### config.mk
export PLATFORM = sky130hd
export DESIGN_NAME = fu_wb_queue_flat
export DESIGN_NICKNAME = d
export VERILOG_FILES = /design/src/rtl/rfa_pkg.sv /design/src/rtl/fu_wb_queue_if.sv /design/src/rtl/wb_ptr_ctr.sv /design/src/rtl/fu_wb_queue.sv /design/src/flat_wrapper.sv
export SDC_FILE = /design/constraint.sdc
export NUM_CORES = 1
export LEC_CHECK = 0
export BUFFER_PORTS_ARGS = -buffer_cell sky130_fd_sc_hd__buf_2
export CAP_MARGIN = 20
export CORE_MARGIN = 2
export CORE_UTILIZATION = 45
export DETAILED_ROUTE_END_ITERATION = 12
export PLACE_DENSITY = 0.63
export SETUP_SLACK_MARGIN = 0.1
export SYNTH_ARGS = -nofsm -noshare
export SYNTH_HDL_FRONTEND = slang
export SYNTH_HIERARCHICAL = 1
export SYNTH_SLANG_ARGS = --single-unit
### constraint.sdc
create_clock -name clk -period 14.42 [get_ports clk]
set_input_delay 0.721 -clock clk [delete_from_list [all_inputs] [get_ports clk]]
set_output_delay 0.721 -clock clk [all_outputs]
set_load 0.02 [all_outputs]
### src/rtl/rfa_pkg.sv
// Shared register-file-arbiter definitions: default queue geometry and the
// bit layout of a writeback payload, common to the per-FU writeback queues,
// the write arbiter and the register-file write mux.
package rfa_pkg;

  localparam int DEFAULT_DEPTH  = 4;
  localparam int DEFAULT_DATA_W = 128;

  // Writeback payload field layout, LSB first.
  localparam int WB_DATA_LSB   = 0;
  localparam int WB_DATA_W     = 64;
  localparam int WB_MASK_LSB   = WB_DATA_LSB + WB_DATA_W;
  localparam int WB_MASK_W     = 48;
  localparam int WB_WFID_LSB   = WB_MASK_LSB + WB_MASK_W;
  localparam int WB_WFID_W     = 6;
  localparam int WB_DEST_LSB   = WB_WFID_LSB + WB_WFID_W;
  localparam int WB_DEST_W     = 10;

  typedef struct packed {
    logic [WB_DEST_W-1:0] dest_reg;
    logic [WB_WFID_W-1:0] wf_id;
    logic [WB_MASK_W-1:0] exec_mask;
    logic [WB_DATA_W-1:0] data;
  } wb_payload_t;

endpackage

### src/rtl/fu_wb_queue_if.sv
// Handshake bundle between a functional unit, its writeback queue and the
// register-file write arbiter. The queue side uses the slave modport.
interface fu_wb_queue_if
  import rfa_pkg::*;
#(
  parameter int DEPTH  = DEFAULT_DEPTH,
  parameter int DATA_W = DEFAULT_DATA_W
);
  logic                       enq_valid;
  logic [DATA_W-1:0]          enq_data;
  logic                       enq_ready;
  logic                       queue_entry_valid;
  logic                       queue_entry_serviced;
  logic [DATA_W-1:0]          head_data;
  logic [$clog2(DEPTH+1)-1:0] count;
  logic [1:0]                 err_flags;

  modport master (
    output enq_valid, enq_data, queue_entry_serviced,
    input  enq_ready, queue_entry_valid, head_data, count, err_flags
  );

  modport slave (
    input  enq_valid, enq_data, queue_entry_serviced,
    output enq_ready, queue_entry_valid, head_data, count, err_flags
  );
endinterface

### src/rtl/wb_ptr_ctr.sv
// Wrapping pointer for the writeback queue; wraps naturally at 2**W.
module wb_ptr_ctr #(
  parameter int W = 2
) (
  input  logic         clk,
  input  logic         rst,
  input  logic         inc,
  output logic [W-1:0] ptr
);

  // Advance the pointer on each enabled edge; cleared by the active-low reset.
  always_ff @(posedge clk or negedge rst) begin
    if (!rst) ptr <= '0;
    else if (inc) ptr <= ptr + 1'b1;
  end

endmodule

### src/rtl/fu_wb_queue.sv
// Per-functional-unit writeback request queue. Buffers completed writeback
// payloads and requests the register-file write arbiter while non-empty; the
// head entry is popped when the arbiter grants. All status outputs come from
// flops, so no input reaches an output combinationally.
// Optional feature: define FU_WB_QUEUE_ERR_EN to enable sticky error flags
// (grant-while-empty, enqueue-while-full) plus simulation assertions.
module fu_wb_queue
  import rfa_pkg::*;
#(
  parameter int DEPTH  = DEFAULT_DEPTH,
  parameter int DATA_W = DEFAULT_DATA_W
) (
  input logic          clk,
  input logic          rst,
  fu_wb_queue_if.slave bus
);

  localparam int PW = $clog2(DEPTH);
  localparam int CW = $clog2(DEPTH + 1);
  localparam logic [CW-1:0] FULL_CNT = CW'(DEPTH);

  logic [DATA_W-1:0] mem [DEPTH];
  logic [PW-1:0]     rd_ptr;
  logic [PW-1:0]     wr_ptr;
  logic [CW-1:0]     count_q;
  logic [CW-1:0]     count_next;
  logic              valid_q;
  logic              ready_q;
  logic              push;
  logic              pop;

  // Handshakes qualified by the registered status so a full queue never
  // refills in the same cycle it is drained, and an empty one ignores grants.
  assign push = bus.enq_valid & ready_q;
  assign pop  = bus.queue_entry_serviced & valid_q;

  wb_ptr_ctr #(.W(PW)) u_wr_ptr (.clk(clk), .rst(rst), .inc(push), .ptr(wr_ptr));
  wb_ptr_ctr #(.W(PW)) u_rd_ptr (.clk(clk), .rst(rst), .inc(pop),  .ptr(rd_ptr));

  // Occupancy moves only when exactly one of push/pop happens.
  always_comb begin
    count_next = count_q;
    if (push && !pop)      count_next = count_q + 1'b1;
    else if (pop && !push) count_next = count_q - 1'b1;
  end

  // Occupancy and the request/ready flags derived from it, all registered.
  always_ff @(posedge clk or negedge rst) begin
    if (!rst) begin
      count_q <= '0;
      valid_q <= 1'b0;
      ready_q <= 1'b1;
    end else begin
      count_q <= count_next;
      valid_q <= (count_next != '0);
      ready_q <= (count_next != FULL_CNT);
    end
  end

  // Payload storage; not reset, since entries are only read while valid.
  always_ff @(posedge clk) begin
    if (push) mem[wr_ptr] <= bus.enq_data;
  end

  assign bus.head_data         = mem[rd_ptr];
  assign bus.count             = count_q;
  assign bus.queue_entry_valid = valid_q;
  assign bus.enq_ready         = ready_q;

`ifdef FU_WB_QUEUE_ERR_EN
  logic [1:0] err_q;

  // Sticky protocol-violation flags, cleared only by reset.
  always_ff @(posedge clk or negedge rst) begin
    if (!rst) begin
      err_q <= 2'b00;
    end else begin
      if (bus.queue_entry_serviced && !valid_q) err_q[0] <= 1'b1;
      if (bus.enq_valid && !ready_q)            err_q[1] <= 1'b1;
    end
  end

  assign bus.err_flags = err_q;

  a_grant_while_empty: assert property (@(posedge clk) disable iff (!rst)
    !(bus.queue_entry_serviced && !valid_q));
  a_enq_while_full: assert property (@(posedge clk) disable iff (!rst)
    !(bus.enq_valid && !ready_q));
`else
  assign bus.err_flags = 2'b00;
`endif

endmodule
### src/flat_wrapper.sv
// flat-port wrapper written by rule: the top's interface ports become plain ports
module fu_wb_queue_flat import rfa_pkg::*;
#(
  parameter int DEPTH  = DEFAULT_DEPTH,
  parameter int DATA_W = DEFAULT_DATA_W
)
  (clk, rst, bus_enq_valid, bus_enq_data, bus_queue_entry_serviced, bus_enq_ready, bus_queue_entry_valid, bus_head_data, bus_count, bus_err_flags);
  fu_wb_queue_if #(.DEPTH(DEPTH), .DATA_W(DATA_W)) bus_i ();
  input logic clk;
  input logic rst;
  input wire logic [$bits(bus_i.enq_valid)-1:0] bus_enq_valid;
  input wire logic [$bits(bus_i.enq_data)-1:0] bus_enq_data;
  input wire logic [$bits(bus_i.queue_entry_serviced)-1:0] bus_queue_entry_serviced;
  output wire logic [$bits(bus_i.enq_ready)-1:0] bus_enq_ready;
  output wire logic [$bits(bus_i.queue_entry_valid)-1:0] bus_queue_entry_valid;
  output wire logic [$bits(bus_i.head_data)-1:0] bus_head_data;
  output wire logic [$bits(bus_i.count)-1:0] bus_count;
  output wire logic [$bits(bus_i.err_flags)-1:0] bus_err_flags;
  assign bus_i.enq_valid = bus_enq_valid;
  assign bus_i.enq_data = bus_enq_data;
  assign bus_i.queue_entry_serviced = bus_queue_entry_serviced;
  assign bus_enq_ready = bus_i.enq_ready;
  assign bus_queue_entry_valid = bus_i.queue_entry_valid;
  assign bus_head_data = bus_i.head_data;
  assign bus_count = bus_i.count;
  assign bus_err_flags = bus_i.err_flags;
  fu_wb_queue #(.DEPTH(DEPTH), .DATA_W(DATA_W)) u_core (.clk(clk), .rst(rst), .bus(bus_i));
endmodule
==> results of run 1 <==
[per-stage QoR]
stage	area [um2]	total power, W	util	hold WS (ns)	setup WS, ns
after detailed placement	20840	0.003613	0.4980	0.5809	9.941
after floorplan	19060	0.003241	-	0.4254	3.460
after global placement	20840	0.003602	0.4980	0.5564	9.951
after CTS	22580	0.004972	0.5396	0.3007	9.289
after global routing	22610	0.005116	0.5403	0.3123	9.056
final	22620	0.004882	0.5406	0.3498	9.564
[state kept, by name, indices dropped and copies added (netlist names)]
| signal | count |
|---|---|
| u_core/mem | 512 |
| u_core/bus.count | 3 |
| u_core/u_rd_ptr/ptr | 2 |
| u_core/u_wr_ptr/ptr | 2 |
| u_core/bus.enq_ready | 1 |
| u_core/bus.queue_entry_valid | 1 |
[power breakdown]
part           total (W)  internal, W  switching, W  leakage (nW)
Combinational    0.00142     0.000583      0.000841          2.05
Sequential       0.00212      0.00198      0.000136          4.79
Clock            0.00134     0.000802      0.000541         0.842
Total            0.00488      0.00336       0.00152          7.68
[worst max path at each step]
stage	startpoint	endpoint	depth (start not counted)
after floorplan	bus_enq_valid	u_core/mem[2][0]	2
after global placement	u_core/u_rd_ptr/ptr[0]	bus_head_data[53]	4
after detailed placement	u_core/u_rd_ptr/ptr[0]	bus_head_data[53]	4
after CTS	u_core/u_rd_ptr/ptr[0]	bus_head_data[53]	4
after global routing	u_core/u_rd_ptr/ptr[0]	bus_head_data[53]	4
final	u_core/u_rd_ptr/ptr[0]	bus_head_data[53]	4
[worst max-delay path, delay by kind of cell (launching register included)]
kind,cells,cell delay [ns]
buf+inv,3,1.92
flops,1,0.97
mux,1,0.62
[cells in the final DEF, fill, tap and decap left out, drive strengths merged, types with 3 or more instances in the layout]
| cell | instances |
|---|---|
| xnor2 | 5 |
| bufinv | 5 |
| dfrtp | 8 |
| inv | 6 |
| buf | 277 |
| diode | 5 |
| mux4 | 128 |
| edfxtp | 512 |
| xor2 | 3 |
| clkinv | 18 |
| nand2 | 8 |
| o21ai | 3 |
| clkbuf | 71 |
[cell families after synthesis]
family,after synthesis,share of synthesized area
simple gates,16,0.004202
mux,129,0.1518
other cells,1,0.0001968
compound gates,6,0.002036
fa+ha+maj,2,0.001313
buf+inv,34,0.01806
xor+xnor,8,0.003677
flops,521,0.8187
[final cells by class]
class | count | area (um2)
multi-input cells | 163 | 3134
flip-flops and latches | 521 | 15610
repair buffers | 278 | 1449
diodes | 5 | 12.51
fillers | 3227 | 19230
clock buffers | 71 | 1466
clock inverters | 27 | 264.0
inverters | 4 | 15.01
well taps | 539 | 674.4
[cells in the mapped netlist]
library cell and n:
inv_1 4, buf_12 10, dfstp_2 1, nand3_1 1, nor3b_1 2, buf_2 13, clkbuf_1 1, o211ai_1 1
mux2i_1 1, nand2_1 8, o221ai_1 1, a21boi_0 1, and3_1 1, mux4_2 128, edfxtp_1 512, xnor2_1 5
nand4_1 1, xor2_1 3, buf_4 2, dfrtp_1 8, ha_1 2, nand2b_1 2, conb_1 1, o21ai_0 3
buf_6 4, nor3_1 1
[routing by layer]
metal,vias to the layer above,share of wire,wire length (um)
met1,4381,0.43,15270
met2,248,0.47,16740
met3,61,0.086,3093
li1,3724,-,-
met4,12,0.018,645
met5,-,0.0019,69
[timing repair]
action / CTS / global route
resized for setup: 0 / 0
endpoints found under the hold margin: 8 / 0
hold buffers: 1 / 0
==> flow_metrics.tcl, run 1 <==
set metrics [dict create \
    outcome "complete, no violations" \
    synthDistinctLibCells 26 \
    core-area_um2 41850 \
    grt_max_degree 68 \
    maxCapViolCount 0 \
    area_growth_pct 18.73 \
    slew_headroom 0.2720 \
    die_h_um 209.8 \
    grtUsageMet3 0.06225 \
    initial_core_util 0.4553 \
    clkTransAtPathRegs_ns 0.06 \
    synth_top_area_share 0.8068 \
    endpoint_kind "output pin" \
    p_per_area_nw_per_um2 215.8 \
    grt_pass1_wl_mm 53.83 \
    tns_ns 0 \
    critical_path.cell_chain "buf_4, buf_4, mux4_2, buf_2" \
    io_pins 267 \
    first_iter_violations 577 \
    critPathArrivalTime_ns 4.14 \
    cts_tree "done" \
    ys_ff_latch 521 \
    syn-instance-count 717 \
    placed_cells 1503 \
    path_max_fanout 47 \
    gr-usage-met2 0.2493 \
    rr_worst_depth 4 \
    fin_worst_skew_ns 0.02132 \
    synth_area_um2 19060 \
    layout-drive-gt1-share 0.4577 \
    grt.overflow.total 0 \
    yosys_warnings 6 \
    rows 75 \
    worstHoldStart "bus_enq_data[36]" \
    maxSlewViolCount 0 \
    hold_viol 0 \
    cp.required_ns 13.70 \
    htreeDepth 2 \
    p_leak_nw 7.679 \
    finalCritPeriodShare 0.3368 \
    insertion_delay_ns 0.58 \
    max_stage_delay_ns 0.97 \
    antenna_left 0 \
    cts-root-buf "clkbuf_16" \
    r2r_start "u_core/bus.enq_ready" \
    min_period_ns 4.856 \
    ys_top_cells_by_area "edfxtp_1 81%, mux4_2 15%, buf_12 1.1%" \
    crit_type "flop to output pin" \
    worstReg2RegEnd "u_core/mem[2][76]" \
    die_w_um 209.8 \
    die_area_um2 44010 \
    avgViaCountPerCell 5.240 \
    grtUsageTotal 0.1631 \
    fin_cells 1608 \
    vias 8426 \
    maxClockFrequency_ghz 0.2059 \
    dpl.hpwl_mm 20.79 \
    start_kind "flop" \
    antenna_found_initial 11 \
    setup_viol 0 \
    met1_usage 0.2235 \
    cts_setup_buffers 0 \
    drt_wl_total_mm 35.82 \
    yosysTopAreaCell "edfxtp_1" \
    grt_pass1_vias 8684 \
    synth.avg_cell_area_um2 26.58 \
    wire_per_inst_um 22.27 \
    grt_setup_unrepaired "no" \
    min_path_type "primary input to flop" \
    vdd_drop_max_v 0.0001369 \
    clock-sinks 521 \
    gp_congestion 0.7132 \
    r2r_setup_slack_ns 11.27 \
    holdPathStages 1 \
    crit_top_cell "buf_4" \
    cts_buffer_depth 3 \
    yosysSeqAreaShare 0.8187 \
    nNetsFinal 1155 \
    tightest_slew_ns 1.092 \
    whs_endpoint "u_core/mem[3][36]" \
    busiest_layer "met2" \
    cts_buffers 53 \
    dr.pass1.iters 4 \
    drc 0 \
    cpMaxStageDelayCell "dfrtp_4" \
    port_buffers 264 \
]
Power figures use the tool's default switching activity.
==> run 2: changes to the inputs <==
--- a/config.mk
+++ b/config.mk
@@ -10,7 +10,7 @@
 export CORE_MARGIN = 2
 export CORE_UTILIZATION = 45
 export DETAILED_ROUTE_END_ITERATION = 12
-export PLACE_DENSITY = 0.63
+export PLACE_DENSITY = 0.66
 export SETUP_SLACK_MARGIN = 0.1
 export SYNTH_ARGS = -nofsm -noshare
 export SYNTH_HDL_FRONTEND = slang
==> constraint.sdc (replaced) <==
create_clock -name clk -period 4.2 [get_ports clk]
set_input_delay 0.21 -clock clk [delete_from_list [all_inputs] [get_ports clk]]
set_output_delay 0.21 -clock clk [all_outputs]
set_load 0.02 [all_outputs]
==> run 2 against run 1 <==
Power rose to 3.4 times the previous value. Hold slack worse by 0.23 ns. Clock power rose to 3.3 times the previous value. Sequential power rose to 3.4 times the previous value. Worst setup slack worse by 8.2 ns. Utilization up 3.1 points. First-iteration DRC count up 7.8%. Largest cell class unchanged. Highest routed layer unchanged.
==> flow_metrics.tcl, run 2 (synthesis results as in run 1) <==
set metrics [dict create \
    outcome "complete, no violations" \
    hold_viol 0 \
    p_sw_frac 0.3126 \
    tightest_slew_ns 0.9601 \
    slew_headroom 0.3599 \
    dpl.hpwl_mm 20.62 \
    layout-drive-gt1-share 0.4108 \
    grt.overflow.total 0 \
    antenna_found_initial 1 \
    intPower_w 0.01155 \
    largest_reg_flops 512 \
    p_switching_w 0.005254 \
    p_leak_nw 8.216 \
    cp.buffers_inverters 2 \
    p_per_area_nw_per_um2 702.4 \
    path_max_fanout 51 \
    dr.pass1.iters 5 \
    maxSlewViolCount 0 \
    cts_resized 0 \
    pwr-share-seq 0.427 \
    vdd_drop_max_v 0.0005050 \
    endpoint_kind "output pin" \
    wire_per_inst_um 21.06 \
    grt_pass1_wl_mm 55.95 \
    power_frac_clock 0.266 \
    min_path_type "primary input to async pin" \
    first_iter_violations 622 \
    vias 8957 \
    grt_pass1_vias 9657 \
    rows 75 \
    antenna_left 0 \
    avgViaCountPerCell 5.186 \
    setup_viol 0 \
    pwr-share-comb 0.307 \
    power.total_w 0.01681 \
    clkTransAtPathRegs_ns 0.06 \
    die_area_um2 44010 \
    die_w_um 209.8 \
    fin_worst_skew_ns 0.01862 \
    io_pins 267 \
    grt_max_degree 73 \
    min_period_ns 2.869 \
    crit_family "flip-flops" \
    cts_buffers 51 \
    cts_buffer_depth 3 \
    clock-sinks 521 \
    cpMaxStageDelayCell "dfrtp_4" \
    area_growth_pct 25.59 \
    die_h_um 209.8 \
    drc 0 \
    diodes 0 \
    finalCritPeriodShare 0.6831 \
    maxCapViolCount 0 \
    grtUsageTotal 0.1678 \
    nNetsFinal 1282 \
    initial_core_util 0.4553 \
    critical_path.cell_chain "buf_4, mux4_2, buf_2" \
    htreeDepth 2 \
    cts_tree "done" \
    core-area_um2 41850 \
    port_buffers 264 \
    cts-root-buf "clkbuf_16" \
    gp_congestion 0.7214 \
    final_core_util 0.5718 \
    mostFrequentLayoutCells "512 x edfxtp_1, 264 x buf_2, 130 x dlygate4sd3_1" \
    grt_setup_unrepaired "no" \
    start_kind "flop" \
    top_register "u_core/mem" \
    fin_worst_hold_slack_ns 0.1190 \
    place_area_um2 20980 \
    final_common_cell "edfxtp_1" \
    maxClockFrequency_ghz 0.3485 \
    drt_wl_total_mm 36.37 \
    crit_type "flop to output pin" \
    cp.required_ns 3.99 \
    stdcell_area_um2 23930 \
    insertion_delay_ns 0.58 \
    max_stage_delay_ns 0.99 \
    critPathArrivalTime_ns 2.66 \
]
==> run 2: cell count changes in the layout (fill, tap and decap cells not counted), sizes merged <==
cell / delta
clkinv: +5
diode: -5
dlygate4sd3: +129
clkbuf: -9
inv: -2
clkinvlp: +1
==> run 2: final cells by class <==
class / count / area [um2]
fill: 3078 / 17920
sequential: 521 / 15610
multi-input combinational: 163 / 3161
timing repair buffer: 407 / 2820
clock buffer: 62 / 1370
tap: 539 / 674.4
clock inverter: 31 / 282.8
inverter: 4 / 15.01
==> run 2: power groups by stage <==
stage                     combinational, W  sequential [W]  clock, W
final                              0.00516         0.00718   0.00446
after detailed placement           0.00517         0.00731         0
after CTS                          0.00529         0.00721   0.00458
after global placement             0.00515         0.00727         0
after floorplan                    0.00381         0.00715         0
after global routing               0.00552         0.00728   0.00477
==> run 2: path summary, 6_finish.rpt <==
check / startpoint / endpoint / slack, ns / depth (start not counted)
max in group asynchronous: rst / u_core/u_rd_ptr/ptr[0] / 3.24 / 3
worst min-delay path: rst / u_core/bus.enq_ready / 0.12 / 2
worst max-delay path: u_core/u_rd_ptr/ptr[1] / bus_head_data[88] / 1.33 / 3
min in group clk: bus_queue_entry_serviced / u_core/bus.count[2] / 0.14 / 3
worst min register to register: u_core/u_wr_ptr/ptr[1] / u_core/u_wr_ptr/ptr[1] / 0.66 / 1
worst max register to register: u_core/bus.enq_ready / u_core/mem[3][40] / 1.91 / 4
==> run 2: metrics by stage <==
stage	TNS [ns]	std cells	setup slack, ns
2_1_floorplan	-55.59	718	-0.2171
3_3_place_gp	0	1504	1.925
3_5_place_dp	0	1504	1.866
4_1_cts	0	1727	1.237
5_1_grt	0	1727	1.200
6_report	0	1727	1.331
==> run 2: layer usage <==
| layer | vias to the layer above | global-route usage | routed length (um) |
|---|---|---|---|
| li1 | 3960 | - | - |
| met1 | 4625 | 0.2274 | 15350 |
| met2 | 306 | 0.2664 | 17460 |
| met3 | 64 | 0.04534 | 2714 |
| met4 | 2 | 0.05747 | 833 |
| met5 | - | 0 | 13 |
==> run 2: repair_timing <==
item,in CTS,in global routing
hold endpoints to repair,521,0
buffers inserted,0,0
hold buffers,130,0
